--- config.mk ---
export PLATFORM = sky130hd
export DESIGN_NAME = pg_fifo_scheduler_flat
export DESIGN_NICKNAME = d
export VERILOG_FILES = /design/src/rtl/pg_fifo_scheduler_if.sv /design/src/rtl/pg_fifo_scheduler.sv /design/src/flat_wrapper.sv
export SDC_FILE = /design/constraint.sdc
export NUM_CORES = 1
export LEC_CHECK = 0
export ABC_AREA = 1
export BUFFER_PORTS_ARGS = -buffer_cell sky130_fd_sc_hd__buf_2
export CORE_AREA = 10 10 100 102
export CTS_BUF_LIST = sky130_fd_sc_hd__clkbuf_8
export DETAILED_ROUTE_END_ITERATION = 7
export DIE_AREA = 0 0 110 112
export GPL_TIMING_DRIVEN = 0
export PLACE_DENSITY = 0.65
export SYNTH_ARGS = -nofsm -noshare
export SYNTH_HDL_FRONTEND = slang
export SYNTH_SLANG_ARGS = --single-unit
--- constraint.sdc ---
create_clock -name clk -period 5 [get_ports clk]
set_clock_uncertainty 0.1 [all_clocks]
set_input_delay 0.25 -clock clk [delete_from_list [all_inputs] [get_ports clk]]
set_output_delay 0.25 -clock clk [all_outputs]
set_load 0.1 [all_outputs]
--- src/rtl/pg_fifo_scheduler_if.sv ---
// Scheduler-side handshake bundle: register-file controls, shared FIFO read port, SPI read path, pattern output.
// With PG_LOOP_EN defined the bundle also carries the FIFO write-back port.
interface pg_fifo_scheduler_if #(
    parameter int DW = 16,
    parameter int CW = 16
);
    logic          start_pg;
    logic [CW-1:0] pg_speed;
    logic          fifo_empty;
    logic [DW-1:0] fifo_rdata;
    logic          fifo_rd_en;
    logic          spi_rd_req;
    logic          spi_rd_ack;
    logic [DW-1:0] spi_rd_data;
    logic [DW-1:0] pg_out;
    logic          pg_valid;
    logic          pg_busy;
    logic          pg_done;
    logic          pg_abort;
`ifdef PG_LOOP_EN
    logic          fifo_wr_en;
    logic [DW-1:0] fifo_wdata;

    modport master (
        output start_pg, pg_speed, fifo_empty, fifo_rdata, spi_rd_req,
        input  fifo_rd_en, spi_rd_ack, spi_rd_data, pg_out, pg_valid,
               pg_busy, pg_done, pg_abort, fifo_wr_en, fifo_wdata
    );
    modport slave (
        input  start_pg, pg_speed, fifo_empty, fifo_rdata, spi_rd_req,
        output fifo_rd_en, spi_rd_ack, spi_rd_data, pg_out, pg_valid,
               pg_busy, pg_done, pg_abort, fifo_wr_en, fifo_wdata
    );
`else
    modport master (
        output start_pg, pg_speed, fifo_empty, fifo_rdata, spi_rd_req,
        input  fifo_rd_en, spi_rd_ack, spi_rd_data, pg_out, pg_valid,
               pg_busy, pg_done, pg_abort
    );
    modport slave (
        input  start_pg, pg_speed, fifo_empty, fifo_rdata, spi_rd_req,
        output fifo_rd_en, spi_rd_ack, spi_rd_data, pg_out, pg_valid,
               pg_busy, pg_done, pg_abort
    );
`endif
endinterface

--- src/rtl/pg_fifo_scheduler.sv ---
// Pattern-generator sequencer: pops FIFO words and holds each on pg_out for max(pg_speed,2) cycles; shares the FIFO read port with SPI reads.
// Latency: first word 2 cycles after the start edge; SPI ack 2 cycles after the request when the PG is not popping.
// Backpressure: none downstream; the PG wins read-port conflicts and SPI waits one cycle. PG_LOOP_EN adds FIFO write-back looping.
module pg_fifo_scheduler #(
    parameter int DW = 16,
    parameter int CW = 16
) (
    input  logic clk,
    input  logic reset,
    pg_fifo_scheduler_if.slave bus
);
    typedef enum logic [1:0] {IDLE, LOAD, RUN} state_t;

    state_t        state, state_nxt;
    logic          start_q, start_edge;
    logic          next_ok;
    logic          spi_pend, spi_ack_q, spi_hit_q;
    logic          pg_pop, spi_serve, spi_pop;
    logic          load_word, abort, done_set;
    logic          at_pop, at_last;
    logic [CW-1:0] cnt, n_q;

`ifdef PG_LOOP_EN
    localparam bit LOOP_EN = 1'b1;
    assign bus.fifo_wr_en = load_word & ~reset;
    assign bus.fifo_wdata = bus.fifo_rdata;
`else
    localparam bit LOOP_EN = 1'b0;
`endif

    assign start_edge = bus.start_pg & ~start_q;
    assign at_pop     = (cnt == n_q - CW'(2));
    assign at_last    = (cnt == n_q - CW'(1));

    always_ff @(posedge clk) begin
        if (reset) state <= IDLE;
        else       state <= state_nxt;
    end

    always_comb begin
        state_nxt = state;
        pg_pop    = 1'b0;
        load_word = 1'b0;
        abort     = 1'b0;
        done_set  = 1'b0;
        case (state)
            IDLE: begin
                if (start_edge) begin
                    if (!bus.fifo_empty) begin
                        pg_pop    = 1'b1;
                        state_nxt = LOAD;
                    end else begin
                        done_set  = !LOOP_EN;
                    end
                end
            end
            LOAD: begin
                if (!bus.start_pg) begin
                    abort     = 1'b1;
                    state_nxt = IDLE;
                end else begin
                    load_word = 1'b1;
                    state_nxt = RUN;
                end
            end
            RUN: begin
                if (!bus.start_pg) begin
                    abort     = 1'b1;
                    state_nxt = IDLE;
                end else if (at_last) begin
                    if (next_ok) begin
                        load_word = 1'b1;
                    end else begin
                        done_set  = !LOOP_EN;
                        state_nxt = IDLE;
                    end
                end else if (at_pop) begin
                    pg_pop = !bus.fifo_empty;
                end
            end
            default: state_nxt = IDLE;
        endcase
    end

    // SPI only gets the read port in cycles the PG leaves free
    assign spi_serve      = spi_pend & ~pg_pop;
    assign spi_pop        = spi_serve & ~bus.fifo_empty;
    assign bus.fifo_rd_en = (pg_pop | spi_pop) & ~reset;

    always_ff @(posedge clk) begin
        if (reset) begin
            start_q      <= 1'b0;
            cnt          <= '0;
            n_q          <= CW'(2);
            next_ok      <= 1'b0;
            spi_pend     <= 1'b0;
            spi_ack_q    <= 1'b0;
            spi_hit_q    <= 1'b0;
            bus.pg_out   <= '0;
            bus.pg_valid <= 1'b0;
            bus.pg_done  <= 1'b0;
            bus.pg_abort <= 1'b0;
        end else begin
            start_q <= bus.start_pg;
            if (state == IDLE && start_edge)
                n_q <= (bus.pg_speed < CW'(2)) ? CW'(2) : bus.pg_speed;
            if (load_word) begin
                bus.pg_out   <= bus.fifo_rdata;
                bus.pg_valid <= 1'b1;
                cnt          <= '0;
            end else begin
                if (state == RUN)      cnt          <= cnt + CW'(1);
                if (state_nxt == IDLE) bus.pg_valid <= 1'b0;
            end
            if (state == RUN && at_pop) next_ok <= pg_pop;
            bus.pg_done  <= done_set;
            bus.pg_abort <= abort;
            spi_pend     <= spi_serve ? 1'b0 : (spi_pend | bus.spi_rd_req);
            spi_ack_q    <= spi_serve;
            spi_hit_q    <= spi_pop;
        end
    end

    assign bus.spi_rd_ack  = spi_ack_q;
    assign bus.spi_rd_data = spi_hit_q ? bus.fifo_rdata : {DW{1'b0}};
    assign bus.pg_busy     = (state != IDLE);
endmodule

--- src/flat_wrapper.sv ---
// flat-port wrapper written by rule: the top's interface ports become plain ports
module pg_fifo_scheduler_flat 
#(
    parameter int DW = 16,
    parameter int CW = 16
)
  (clk, reset, bus_start_pg, bus_pg_speed, bus_fifo_empty, bus_fifo_rdata, bus_spi_rd_req, bus_fifo_rd_en, bus_spi_rd_ack, bus_spi_rd_data, bus_pg_out, bus_pg_valid, bus_pg_busy, bus_pg_done, bus_pg_abort);
  pg_fifo_scheduler_if #(.DW(DW), .CW(CW)) bus_i ();
  input  logic clk;
  input  logic reset;
  input wire logic [$bits(bus_i.start_pg)-1:0] bus_start_pg;
  input wire logic [$bits(bus_i.pg_speed)-1:0] bus_pg_speed;
  input wire logic [$bits(bus_i.fifo_empty)-1:0] bus_fifo_empty;
  input wire logic [$bits(bus_i.fifo_rdata)-1:0] bus_fifo_rdata;
  input wire logic [$bits(bus_i.spi_rd_req)-1:0] bus_spi_rd_req;
  output wire logic [$bits(bus_i.fifo_rd_en)-1:0] bus_fifo_rd_en;
  output wire logic [$bits(bus_i.spi_rd_ack)-1:0] bus_spi_rd_ack;
  output wire logic [$bits(bus_i.spi_rd_data)-1:0] bus_spi_rd_data;
  output wire logic [$bits(bus_i.pg_out)-1:0] bus_pg_out;
  output wire logic [$bits(bus_i.pg_valid)-1:0] bus_pg_valid;
  output wire logic [$bits(bus_i.pg_busy)-1:0] bus_pg_busy;
  output wire logic [$bits(bus_i.pg_done)-1:0] bus_pg_done;
  output wire logic [$bits(bus_i.pg_abort)-1:0] bus_pg_abort;
  assign bus_i.start_pg = bus_start_pg;
  assign bus_i.pg_speed = bus_pg_speed;
  assign bus_i.fifo_empty = bus_fifo_empty;
  assign bus_i.fifo_rdata = bus_fifo_rdata;
  assign bus_i.spi_rd_req = bus_spi_rd_req;
  assign bus_fifo_rd_en = bus_i.fifo_rd_en;
  assign bus_spi_rd_ack = bus_i.spi_rd_ack;
  assign bus_spi_rd_data = bus_i.spi_rd_data;
  assign bus_pg_out = bus_i.pg_out;
  assign bus_pg_valid = bus_i.pg_valid;
  assign bus_pg_busy = bus_i.pg_busy;
  assign bus_pg_done = bus_i.pg_done;
  assign bus_pg_abort = bus_i.pg_abort;
  pg_fifo_scheduler #(.DW(DW), .CW(CW)) u_core (.clk(clk), .reset(reset), .bus(bus_i));
endmodule
==> out/metrics.csv <==
stage,metric,value,unit
synthesis,syn-cell-area,0.00350,mm^2
worst_setup_path,cp-start-kind,flip-flop,
synthesis,synth-simple-area-share,36.4,%
clock_network,numCtsBuffers,9,
cells_and_area,drive_above_1_share,18.5,%
worst_setup_path,r2r_setup_slack,2.30,ns
floorplan,die_area,0.0123,mm^2
synthesis,synth_xor_area_share,8.41,%
clock_network,clock_sinks,58,
cells_and_area,most-common-layout-cells,"nand2_1 (140), nor2_1 (90), buf_2 (75)",
global_routing,antenna_found_initial,1,
worst_setup_path,worstPathArrival,2.82,ns
timing,min_period,3.17,ns
clock_network,cts_setup_buffers,0,
worst_setup_path,end_kind,output port,
worst_setup_path,r2r-end,u_core.cnt[11]$_SDFFE_PP0P_,
detailed_routing,ant_nets,0,
detailed_routing,wl_per_cell,12.9,um
detailed_routing,route.detailed.drc,0,
worst_setup_path,required,4.65,ns
synthesis,postSynth.asyncResetShare,0,%
timing,fin_setup_tns,0,ns
detailed_routing,first_pass_iters,4,
timing,hold_violations,0,
power_and_ir_drop,worst_ir_drop_vdd,0.159,mV
floorplan,fp.dieW,110,um
cells_and_area,area_growth,19.8,%
detailed_routing,num_vias,3452,
timing,worst_pin_slew,0.639,ns
synthesis,synthAdderAreaFrac,2.50,%
cells_and_area,instances_no_fill,728,
timing,slew-limit-headroom,57.0,%
synthesis,netlist_instances,535,
placed_design,routabilityCongestion,0.873,
synthesis,synth-edff-count,0,
detailed_routing,via_per_inst,4.74,
clock_network,clkTransAtPathRegs,0.07,ns
clock_network,clock-root-buffer,clkbuf_8,
timing,slew_violations,0,
timing,setup_viol,0,
synthesis,synth_compound_area_share,9.30,%
clock_network,clockBufferDepth,2,
clock_network,tritoncts,built,
global_routing,grt_overflow,0,
floorplan,ios,75,
clock_network,clkLatencyLatePin,0.34,ns
worst_hold_path,hold_path.class,in -> reg,
power_and_ir_drop,power_density,286,mW/mm^2
detailed_routing,drt_iter0_drc,128,
synthesis,synth.avg_cell_area,6.54,um^2
placed_design,place_area,0.00400,mm^2
power_and_ir_drop,leakagePower,0.00211,uW
placed_design,io_buffers,74,
worst_setup_path,startpoint,u_core.n_q[2]$_SDFFE_PP0P_,
clock_network,cts-hold-fix-buffers,0,
timing,period_share,63.5,%
synthesis,ys_seq_area_share,33.2,%
timing,clock.fmax,315,MHz
clock_network,cts_resized,0,
detailed_routing,routed_wirelength,9420,um
status,status,completed,
synthesis,ys_seq_elements,58,
global_routing,grt_pass1_wl,16100,um
synthesis,synth_mux_area_share,0,%
placed_design,dp_cells,714,
synthesis,synthDistinctLibCells,35,
cells_and_area,nNetsFinal,664,
worst_setup_path,rr_worst_depth,18,
worst_setup_path,path_class,reg -> out,
floorplan,core_area,0.00805,mm^2
synthesis,synth_top_family_by_area,simple AND/OR/NAND/NOR gates,
floorplan,rows,33,
placed_design,dp_hpwl,7730,um
job,drv_cap,0,
synthesis,synth_flop_cell,dfxtp_1,
cells_and_area,diodes,0,
global_routing,grt_pass1_vias,3544,
worst_setup_path,cp_max_fo,4,
synthesis,ys_warn_count,0,
timing,rsz0062_at_grt,false,
global_routing,grt_usage,15.9,%
floorplan,die_y,112,um
cells_and_area,final_common_cell,nand2_1,
worst_setup_path,r2r-start,u_core.n_q[2]$_SDFFE_PP0P_,
global_routing,grt_max_degree,11,
floorplan,start_util,43.4,%
clock_network,h-tree-depth,3,
worst_setup_path,crit_path_end,bus_fifo_rd_en,
synthesis,synth_nets,579,
cells_and_area,stdcell_area,0.00419,mm^2
==> cell type report <==
type | count | area, um^2
timing repair buffer | 74 | 370
multi-input combinational | 390 | 1980
inverter | 73 | 279
sequential | 58 | 1160
fill | 855 | 3860
buffer | 14 | 76.3
clock buffer | 11 | 151
tap | 105 | 131
clock inverter | 3 | 40.0
==> per-stage QoR <==
stage | util (%) | power [uW] | worst slack [ns] | hold slack [ns]
2_1_floorplan | - | 703 | 2.40 | 0.228
6_report | 52.0 | 1200 | 1.83 | 0.0343
4_1_cts | 52.0 | 1210 | 1.82 | 0.0267
3_3_place_gp | 49.7 | 765 | 2.23 | 0.348
5_1_grt | 52.0 | 1260 | 1.58 | 0.0550
3_5_place_dp | 49.7 | 769 | 2.20 | 0.360
==> cell families after synthesis <==
logic type / Yosys count
AOI/OAI and AO/OA: 55
xor gates and xnor gates: 32
adders and majority gates: 7
buffers and inverters: 87
DFF: 58
and+or+nand+nor: 296
==> cells in the mapped netlist, types with 2 or more instances <==
cell type / count / area share, %
o21ai_1: 9 / 1.3
nand2_2: 4 / 0.72
nand2_1: 140 / 15
inv_2: 2 / 0.21
inv_1: 70 / 7.5
nand3_1: 21 / 3.0
o211ai_1: 3 / 0.64
o21ai_0: 13 / 1.9
or2_2: 3 / 0.54
a211oi_1: 11 / 2.4
a21oi_1: 15 / 2.1
clkbuf_1: 10 / 1.1
nor2_2: 6 / 1.1
nor3_1: 9 / 1.3
ha_1: 7 / 2.5
nand4_1: 7 / 1.3
xnor2_1: 11 / 2.8
nor2_1: 90 / 9.7
dfxtp_1: 58 / 33
xor2_1: 20 / 5.0
nor4_1: 4 / 0.72
nand3b_1: 4 / 0.86
buf_6: 3 / 0.97
nor2_4: 4 / 1.3
==> critical path, cell delays in order, from the launching register on <==
cell      delay, ns
dfxtp_1        0.33
inv_1          0.12
ha_1           0.23
nand2_1        0.13
nor2_1         0.23
and2_1         0.22
nand2_1        0.07
nand2_1        0.07
nand4_1        0.08
nor2_1         0.19
nand3_1        0.15
o211ai_1       0.11
nand2_1        0.07
inv_1          0.06
buf_2          0.42
==> registers in the layout (all words and copies together) (netlist names) <==
signal                 flops
u_core.bus.pg_abort        1
u_core.bus.pg_done         1
u_core.bus.pg_out         16
u_core.bus.pg_valid        1
u_core.bus.spi_rd_ack      1
u_core.cnt                16
u_core.n_q                16
u_core.next_ok             1
u_core.spi_hit_q           1
u_core.spi_pend            1
u_core.start_q             1
u_core.state               2
==> per-layer routing <==
layer	share of wire, %	global-route usage, %	vias up
li1	-	-	1837
met1	45	19.2	1507
met2	45	25.9	89
met3	7.8	5.36	19
met4	1.6	4.95	0
met5	0	0	-
==> worst min-delay path by stage <==
stage / start / to / slack, ns / depth (start not counted)
after CTS: bus_spi_rd_req / u_core.spi_pend$_SDFF_PP0_ / 0.03 / 3
after global placement: u_core.bus.pg_valid$_SDFFE_PP0P_ / u_core.bus.pg_valid$_SDFFE_PP0P_ / 0.35 / 2
final: bus_spi_rd_req / u_core.spi_pend$_SDFF_PP0_ / 0.03 / 3
after floorplan: reset / u_core.n_q[10]$_SDFFE_PP0P_ / 0.23 / 1
after detailed placement: u_core.bus.pg_valid$_SDFFE_PP0P_ / u_core.bus.pg_valid$_SDFFE_PP0P_ / 0.36 / 2
after global routing: reset / u_core.n_q[10]$_SDFFE_PP0P_ / 0.06 / 2
==> power by group <==
| group | switching [uW] | internal (uW) | total (uW) |
|---|---|---|---|
| Sequential | 18.0 | 479 | 497 |
| Clock | 188 | 250 | 439 |
| Combinational | 182 | 79.6 | 261 |
Power figures use the tool's default switching activity.
